## config.mk

```make
export PLATFORM = sky130hd
export DESIGN_NAME = uart_tx
export DESIGN_NICKNAME = d
export VERILOG_FILES = /design/src/rtl/uart_tx.sv
export SDC_FILE = /design/constraint.sdc
export NUM_CORES = 1
export LEC_CHECK = 0
export CELL_PAD_IN_SITES_DETAIL_PLACEMENT = 2
export CELL_PAD_IN_SITES_GLOBAL_PLACEMENT = 2
export CORE_ASPECT_RATIO = 0.5
export CORE_MARGIN = 2
export CORE_UTILIZATION = 32
export CTS_CLUSTER_SIZE = 40
export DETAILED_ROUTE_END_ITERATION = 16
export HOLD_SLACK_MARGIN = 0.03
export PLACE_DENSITY = 0.73
export SLEW_MARGIN = 15
export SYNTH_ARGS = -nofsm -noshare
export SYNTH_HDL_FRONTEND = slang
export SYNTH_SLANG_ARGS = --single-unit
export TNS_END_PERCENT = 10
```

## constraint.sdc

```tcl
create_clock -name clk -period 1.9 [get_ports clk]
set_input_delay 0.38 -clock clk [delete_from_list [all_inputs] [get_ports clk]]
set_output_delay 0.38 -clock clk [all_outputs]
set_load 0.1 [all_outputs]
```

## src/rtl/uart_tx.sv

```systemverilog
// rtl/uart_tx.sv - 8N1-style serial transmitter fed from the TX FIFO
//
// Pops bytes from the TX FIFO and shifts each one out as a frame: a start bit,
// D_W data bits sent LSB first, then a stop period. The module generates its own
// oversampling baud tick from a 16-bit divisor.
//
// Parameters:
//   D_W      data bits per frame
//   B_TICK   baud ticks per start/data bit
//   SB_TICK  baud ticks in the stop period (16 = 1 stop bit, 24 = 1.5, 32 = 2)
// Ports:
//   clk         system clock, rising edge
//   rst         asynchronous active-low reset
//   brg         baud divisor; one tick every brg+1 clocks, latched per frame
//   en          transmit enable; gates new FIFO pops only
//   fifo_data   TX FIFO read data, valid the cycle after fifo_rd_en
//   fifo_empty  TX FIFO empty flag
//   fifo_rd_en  one-cycle FIFO pop strobe
//   tx          serial line, idle high, registered
//   busy        high in every state except IDLE
//   tx_done     one-cycle pulse on the return to IDLE
module uart_tx #(
    parameter int D_W     = 8,
    parameter int B_TICK  = 16,
    parameter int SB_TICK = 16
) (
    input  logic           clk,
    input  logic           rst,
    input  logic [15:0]    brg,
    input  logic           en,
    input  logic [D_W-1:0] fifo_data,
    input  logic           fifo_empty,
    output logic           fifo_rd_en,
    output logic           tx,
    output logic           busy,
    output logic           tx_done
);

    localparam int T_MAX = (B_TICK > SB_TICK) ? B_TICK : SB_TICK;
    localparam int TW    = (T_MAX > 1) ? $clog2(T_MAX) : 1;
    localparam int BW    = $clog2(D_W) + 1;

    localparam logic [TW-1:0] B_LAST  = TW'(B_TICK - 1);
    localparam logic [TW-1:0] SB_LAST = TW'(SB_TICK - 1);
    localparam logic [BW-1:0] D_LAST  = BW'(D_W - 1);

    typedef enum logic [2:0] {
        IDLE,
        LOAD,
        START,
        DATA,
        STOP
    } state_t;

    state_t         state, state_n;
    logic [15:0]    div_cnt, div_n;
    logic [15:0]    brg_q, brg_n;
    logic [TW-1:0]  tick_cnt, tick_n;
    logic [BW-1:0]  bit_idx, bit_n;
    logic [D_W-1:0] sr, sr_n;
    logic           tx_q, tx_n;
    logic           done_q, done_n;
    logic           tick;

    // Divider runs against the per-frame copy of the divisor so a brg write
    // mid-frame cannot stretch or shrink the bit currently on the wire.
    assign tick = (div_cnt == brg_q);

    always_ff @(posedge clk or negedge rst) begin
        if (!rst) begin
            state    <= IDLE;
            div_cnt  <= '0;
            brg_q    <= '0;
            tick_cnt <= '0;
            bit_idx  <= '0;
            sr       <= '0;
            tx_q     <= 1'b1;
            done_q   <= 1'b0;
        end else begin
            state    <= state_n;
            div_cnt  <= div_n;
            brg_q    <= brg_n;
            tick_cnt <= tick_n;
            bit_idx  <= bit_n;
            sr       <= sr_n;
            tx_q     <= tx_n;
            done_q   <= done_n;
        end
    end

    always_comb begin
        state_n    = state;
        div_n      = div_cnt;
        brg_n      = brg_q;
        tick_n     = tick_cnt;
        bit_n      = bit_idx;
        sr_n       = sr;
        done_n     = 1'b0;
        fifo_rd_en = 1'b0;

        case (state)
            IDLE: begin
                div_n  = '0;
                tick_n = '0;
                bit_n  = '0;
                // Gated by rst so the FIFO is never popped while held in reset.
                fifo_rd_en = rst & en & ~fifo_empty;
                if (fifo_rd_en) begin
                    state_n = LOAD;
                end
            end
            LOAD: begin
                sr_n    = fifo_data;
                brg_n   = brg;
                div_n   = '0;
                tick_n  = '0;
                state_n = START;
            end
            START: begin
                div_n = tick ? 16'd0 : div_cnt + 16'd1;
                if (tick) begin
                    if (tick_cnt == B_LAST) begin
                        tick_n  = '0;
                        bit_n   = '0;
                        state_n = DATA;
                    end else begin
                        tick_n = tick_cnt + TW'(1);
                    end
                end
            end
            DATA: begin
                div_n = tick ? 16'd0 : div_cnt + 16'd1;
                if (tick) begin
                    if (tick_cnt == B_LAST) begin
                        tick_n = '0;
                        sr_n   = {1'b0, sr[D_W-1:1]};
                        if (bit_idx == D_LAST) begin
                            bit_n   = '0;
                            state_n = STOP;
                        end else begin
                            bit_n = bit_idx + BW'(1);
                        end
                    end else begin
                        tick_n = tick_cnt + TW'(1);
                    end
                end
            end
            STOP: begin
                div_n = tick ? 16'd0 : div_cnt + 16'd1;
                if (tick) begin
                    if (tick_cnt == SB_LAST) begin
                        tick_n  = '0;
                        done_n  = 1'b1;
                        state_n = IDLE;
                    end else begin
                        tick_n = tick_cnt + TW'(1);
                    end
                end
            end
            default: begin
                state_n = IDLE;
            end
        endcase

        // tx is decoded from the next state and registered, so the line only
        // changes on a clock edge and lines up with the state it belongs to.
        case (state_n)
            START:   tx_n = 1'b0;
            DATA:    tx_n = sr_n[0];
            default: tx_n = 1'b1;
        endcase
    end

    assign tx      = tx_q;
    assign busy    = (state != IDLE);
    assign tx_done = done_q;

endmodule

```

After elaboration in Yosys (flattened, before gate mapping)
Cells that the tools add are included.
{"block": "classes", "n_addsub": 3, "eq_ne": 14, "muxes": 28, "bitwise": 3, "reduce_logical": 10}
{"op": "$pmux 16 s2", "n": 1}
{"op": "$mux 4", "n": 7}
{"op": "$mux 3", "n": 8}
{"op": "$add 16x1->16 const B", "n": 1}
{"op": "$eq 16x16->1", "n": 1}
{"op": "$mux 16", "n": 1}
{"op": "$mux 8", "n": 2}
{"op": "$pmux 8 s2", "n": 1}
{"op": "$pmux 3 s5", "n": 1}
{"op": "$eq 3x2->1 const B", "n": 4}
{"op": "$pmux 4 s3", "n": 1}
{"op": "$add 4x1->4 const B", "n": 2}
{"op": "$ne 2x2->1 const B", "n": 4}
{"op": "$pmux 4 s2", "n": 1}
{"op": "$reduce_bool 3->1", "n": 2}
{"op": "$reduce_and 5->1", "n": 1}
{"op": "$eq 4x3->1 const B", "n": 1}
{"op": "$eq 4x4->1 const B", "n": 1}
{"op": "$mux 1", "n": 4}
{"op": "$reduce_bool 2->1", "n": 2}
{"op": "$eq 3x1->1 const B", "n": 1}
{"op": "$eq 3x3->1 const B", "n": 1}
{"op": "$logic_not 3->1", "n": 1}
{"op": "$reduce_and 3->1", "n": 1}
{"op": "7 further kinds", "n": 8}
{"block": "totals", "ff_bits": 53, "in_bits": 28, "out_inout_bits": 4, "elab_cells": 67}

Longest topological paths before layout
{"block": "logic_depth", "ltp_word": 7, "mapped_depth": 8, "ltp_nobuf": 7}

Worst setup path after synthesis
OpenSTA, ideal clock, no wires.
{"block": "synth_timing", "path_type": "flip-flop to flip-flop", "start": "register state[1]", "end": "register tx_q (netlist: tx)", "setup_time_ps": 59, "t_arrival_ps": 4197, "required_time_ps": 1841, "slack_ps": -2356, "path_stages_with_launch": 7, "n_path_buf": 1, "period_less_slack_ps": 4256, "cell_sequence": "dfrtp_1 -> clkbuf_1 -> nor2_1 -> nand2_1 -> nor3_1 -> a311o_1 -> a21bo_1"}
{"block": "synth_via", "word_cells_on_any_way": 18, "cone_classes": "6 x eq/ne; 11 x mux; 1 x reduce/logical"}
{"element": "start: declaration", "line": "55", "rtl": "state_t state, state_n;"}
{"element": "start signal: assignment", "line": "80", "rtl": "state <= state_n;"}
{"element": "$eq 3x3->1, or another cell as far along", "line": "101", "rtl": "case (state)"}
{"element": "$pmux 3 s5 *", "line": "101"}
{"element": "via state_n[0]", "line": "55"}
{"element": "$eq 3x2->1", "line": "167", "rtl": "case (state_n)"}
{"element": "$pmux 1 s2 *", "line": "167"}
{"element": "via tx_n", "line": "61", "rtl": "logic tx_q, tx_n;"}
{"element": "end signal: assignment", "line": "86", "rtl": "tx_q <= tx_n;"}
{"element": "end: declaration", "line": "61"}
The timed path passes the listed nets; every way through them passes the cells marked *.
A chain may end at the register's enable or synchronous reset.

Worst setup path after layout
{"block": "layout_timing", "start": "register div_cnt[15]", "end": "register sr[3]"}
{"block": "layout_via", "elab_chain_len": 3}
{"element": "start: declaration", "line": "56", "rtl": "logic [15:0] div_cnt, div_n;"}
{"element": "start signal: assignment", "line": "81", "rtl": "div_cnt <= div_n;"}
{"element": "$eq 16x16->1", "line": "67", "rtl": "assign tick = (div_cnt == brg_q);"}
{"element": "$ne 2x2->1 (no source line)"}
{"element": "$reduce_and 3->1 (no source line)"}
{"element": "end signal: assignment", "line": "85", "rtl": "sr <= sr_n;"}
{"element": "end: declaration", "line": "60", "rtl": "logic [D_W-1:0] sr, sr_n;"}
No other way between the ends.

==> run_results.csv <==
group,metric,value,unit
grt,grt_max_degree,54,
timing,max_freq,0.499,GHz
grt,grt_overflow_total,0,
drt,ant_nets,0,
grt,grt_usage,19.1,%
clock_tree,clock_sinks,53,
placed_design,dp_cells,422,
drt,first_iter_violations,117,
clock_tree,htree_levels,2,
synthesis,ys_ff_latch,53,
synthesis,synth_top_cell_area_share,49.7,%
finish,final_core_util,46.3,%
floorplanning,die_w,132,µm
clock_tree,cts_tree,"yes",
grt,grt_first_pass_wirelength,13000,µm
timing,skew,10.9,ps
synthesis,ys_async_sr_fraction,100,%
drt,first_pass_iters,4,
synthesis,synth_edf_count,0,
timing,rsz0062_at_grt,"true",
floorplanning,row_count,23,
pwr,irDropWorstVdd,0.571,mV
setup_path,start_kind,"flop",
timing,fin_crit,2000,ps
timing,setup_viol,22,
timing,finalCritPeriodShare,105,%
pwr,leakage,1.62,nW
floorplanning,die_area,8970,µm²
clock_tree,clock-root-buffer,"clkbuf_16",
worst_hold_path,hp-class,"primary input to asynchronous set/reset pin",
run_status,violations,"setup timing",
synthesis,yosys-top-cells-area,"dfrtp_1 50%, mux2_2 6.9%, xnor2_1 6.7%",
placed_design,gp_congestion,0.811,
placed_design,dpl_cell_area,3410,µm²
synthesis,yosys.area.top_type,"dfrtp_1",
finish,final_nets,353,
setup_path,critPathLaunch,"div_cnt[15]$_DFFE_PN0P_",
synthesis,yosysWarnings,0,
drt,vias,2188,
synthesis,ys_seq_area_share,50.7,%
placed_design,dp_slack,-174,ps
timing,setup_slack,-102,ps
floorplanning,die_h,68.0,µm
finish,drive_above_1_share,28.5,%
setup_path,path_class,"flop to flop",
grt,grt_pass1_vias,2381,
setup_path,cpPeakStageDelay,420,ps
timing,drv_slew,0,
timing,slew_headroom,53.5,%
synthesis,synth.avg_cell_area,10.5,µm²
flow_run,max_cap_violations,0,
synthesis,syn-cell-area,2620,µm²
finish,stdcell_count,435,
clock_tree,numCtsBuffers,5,
setup_path,critPathSlowestCell,"dfrtp_1",
drt,wl_per_cell,18.6,µm
setup_path,crit_path_cell_trace,"xnor2_2 -> nand4_1 -> nor4_4 -> buf_6 -> nand2_4 -> a21o_1 -> a221o_1",
placed_design,port_buffers,31,
setup_path,cp_max_fo,8,
setup_path,cp-end-kind,"flop",
floorplanning,num_io_pins,32,
synthesis,synthFlopType,"dfrtp_1",
floorplanning,core,7970,µm²
finish,stdcell_area,3690,µm²
drt,drc,0,
pwr,power_density,1250,nW/µm²
drt,vias_per_cell,5.03,
finish,syn2layout_area_growth,40.9,%
clock_tree,clkTransAtPathRegs,70,ps
timing,worstMarginPinSlew,697,ps
synthesis,synth_fp_nets,281,
grt,antenna_found_initial,0,
drt,drt-total-wl,8100,µm
floorplanning,start_util,32.9,%
clock_tree,clk_latency,290,ps
setup_path,rr_startpoint,"div_cnt[15]$_DFFE_PN0P_",
timing,hold_viol,0,
finish,antenna_cells,0,
run_status,status,"finished, violations left",
setup_path,critPathRequiredTime,2070,ps
placed_design,place_hpwl,5810,µm
setup_path,crit_arrival,2170,ps
synthesis,synthCells,250,
clock_tree,clock_path_buffers,2,
timing,hold_ws,285,ps
finish,n_fill_cell,800,
synthesis,ys_types,39,
critical path: cells and delay by family (launching register included):
kind / cells / cell delay, ps
buffers and inverters: 1 / 190
AND/OR/NAND/NOR: 3 / 550
XOR/XNOR: 1 / 210
flip-flops: 1 / 420
AO/OA/AOI/OAI: 2 / 510
layout make-up:
type | count | area, µm² | share of cell area (%)
clock buffer | 8 | 136 | 3.69
inverter | 8 | 33.8 | 0.915
multi-input combinational | 179 | 1350 | 36.5
sequential | 53 | 1330 | 36.0
timing repair buffer | 75 | 703 | 19.1
tap | 112 | 140 | 3.80
metrics by stage:
step / setup TNS, ps / power (mW)
floorplan: -877 / 2.80
global placement: -2440 / 3.49
detailed placement: -2700 / 3.60
CTS: -1850 / 4.59
global route: -4580 / 4.90
finish: -1320 / 4.61
kinds of logic (layout without fill, tap and decap cells):
kind of cell | after synthesis | after routing | share of synthesized area [%]
and+or+nand+nor | 89 | 89 | 17.3
DFF | 53 | 53 | 50.7
AOI/OAI and AO/OA | 42 | 42 | 11.3
xor gates and xnor gates | 28 | 28 | 9.36
buffers and inverters | 18 | 91 | 2.67
muxes | 17 | 17 | 7.26
adders and majority gates | 3 | 3 | 1.43
synth_stat cells (all sizes together) (6+ instances only):
cell    instances
dfrtp          52
xor2            8
nand2          23
and3            8
nand4          11
inv             8
nor2           20
clkbuf          8
nand3           8
o21ai          12
mux2           16
xnor2          20
a21oi           6
report_power, final:
| group | leakage, nW | total, mW | switching (mW) | internal [mW] |
|---|---|---|---|---|
| clock | 0.0652 | 0.899 | 0.407 | 0.492 |
| combinational | 0.870 | 1.97 | 0.992 | 0.982 |
| sequential | 0.681 | 1.74 | 0.280 | 1.46 |
| total | 1.62 | 4.61 | 1.68 | 2.93 |
sequential cells by signal (all words and copies together) (netlist names):
| register | cells |
|---|---|
| div_cnt | 16 |
| tx_done | 1 |
| sr | 8 |
| tick_cnt | 4 |
| tx | 1 |
| bit_idx | 4 |
| state | 3 |
| brg_q | 16 |
timing repair:
| action | CTS | global route |
|---|---|---|
| hold buffers | 0 | 0 |
| pin swaps | 9 | 8 |
| setup buffers | 1 | 4 |
| resized for setup | 18 | 7 |
| endpoints found under the setup margin | 34 | 36 |
final timing paths:
check | end | slack, ps | cells past startpoint
setup / recovery | sr[3]$_DFFE_PN0P_ | -100 | 7
hold / removal | div_cnt[9]$_DFFE_PN0P_ | 280 | 2
setup reg to reg | sr[3]$_DFFE_PN0P_ | -100 | 7
hold reg to reg | bit_idx[3]$_DFFE_PN0P_ | 490 | 1
max in group asynchronous | state[1]$_DFF_PN0_ | 1100 | 2
min in group clk | bit_idx[3]$_DFFE_PN0P_ | 490 | 1
cell usage in the layout (no fill, tap or decap), types with 2 or more instances in the layout:
master,count
dfrtp_1,50
buf_4,39
clkdlybuf4s50_1,26
nand2_1,20
nor2_1,19
xnor2_1,16
mux2_2,16
nand4_1,11
o21ai_1,9
and3_1,8
nand3_1,8
xor2_1,8
inv_1,7
nand2b_1,5
a21oi_1,5
clkbuf_16,5
buf_12,5
xnor2_2,4
o31ai_1,4
o221a_1,4
buf_6,4
nand3b_1,3
nor3_1,3
ha_1,3
clkbuf_1,3
o21bai_1,2
nand2_4,2
a21o_1,2
a221o_1,2
o21ai_0,2
dfrtp_2,2
layer usage:
| layer | vias to the layer above | routed length (µm) | global-route usage [%] | part of all wire, % |
|---|---|---|---|---|
| met2 | 25 | 4130 | 35.4 | 51 |
| li1 | 1028 | - | - | - |
| met5 | - | 0 | 0 | 0 |
| met4 | 0 | 81 | 4.35 | 1.0 |
| met3 | 6 | 164 | 3.48 | 2.0 |
| met1 | 1129 | 3720 | 24.0 | 46 |
Note: power is estimated with default switching activity, not from simulation.
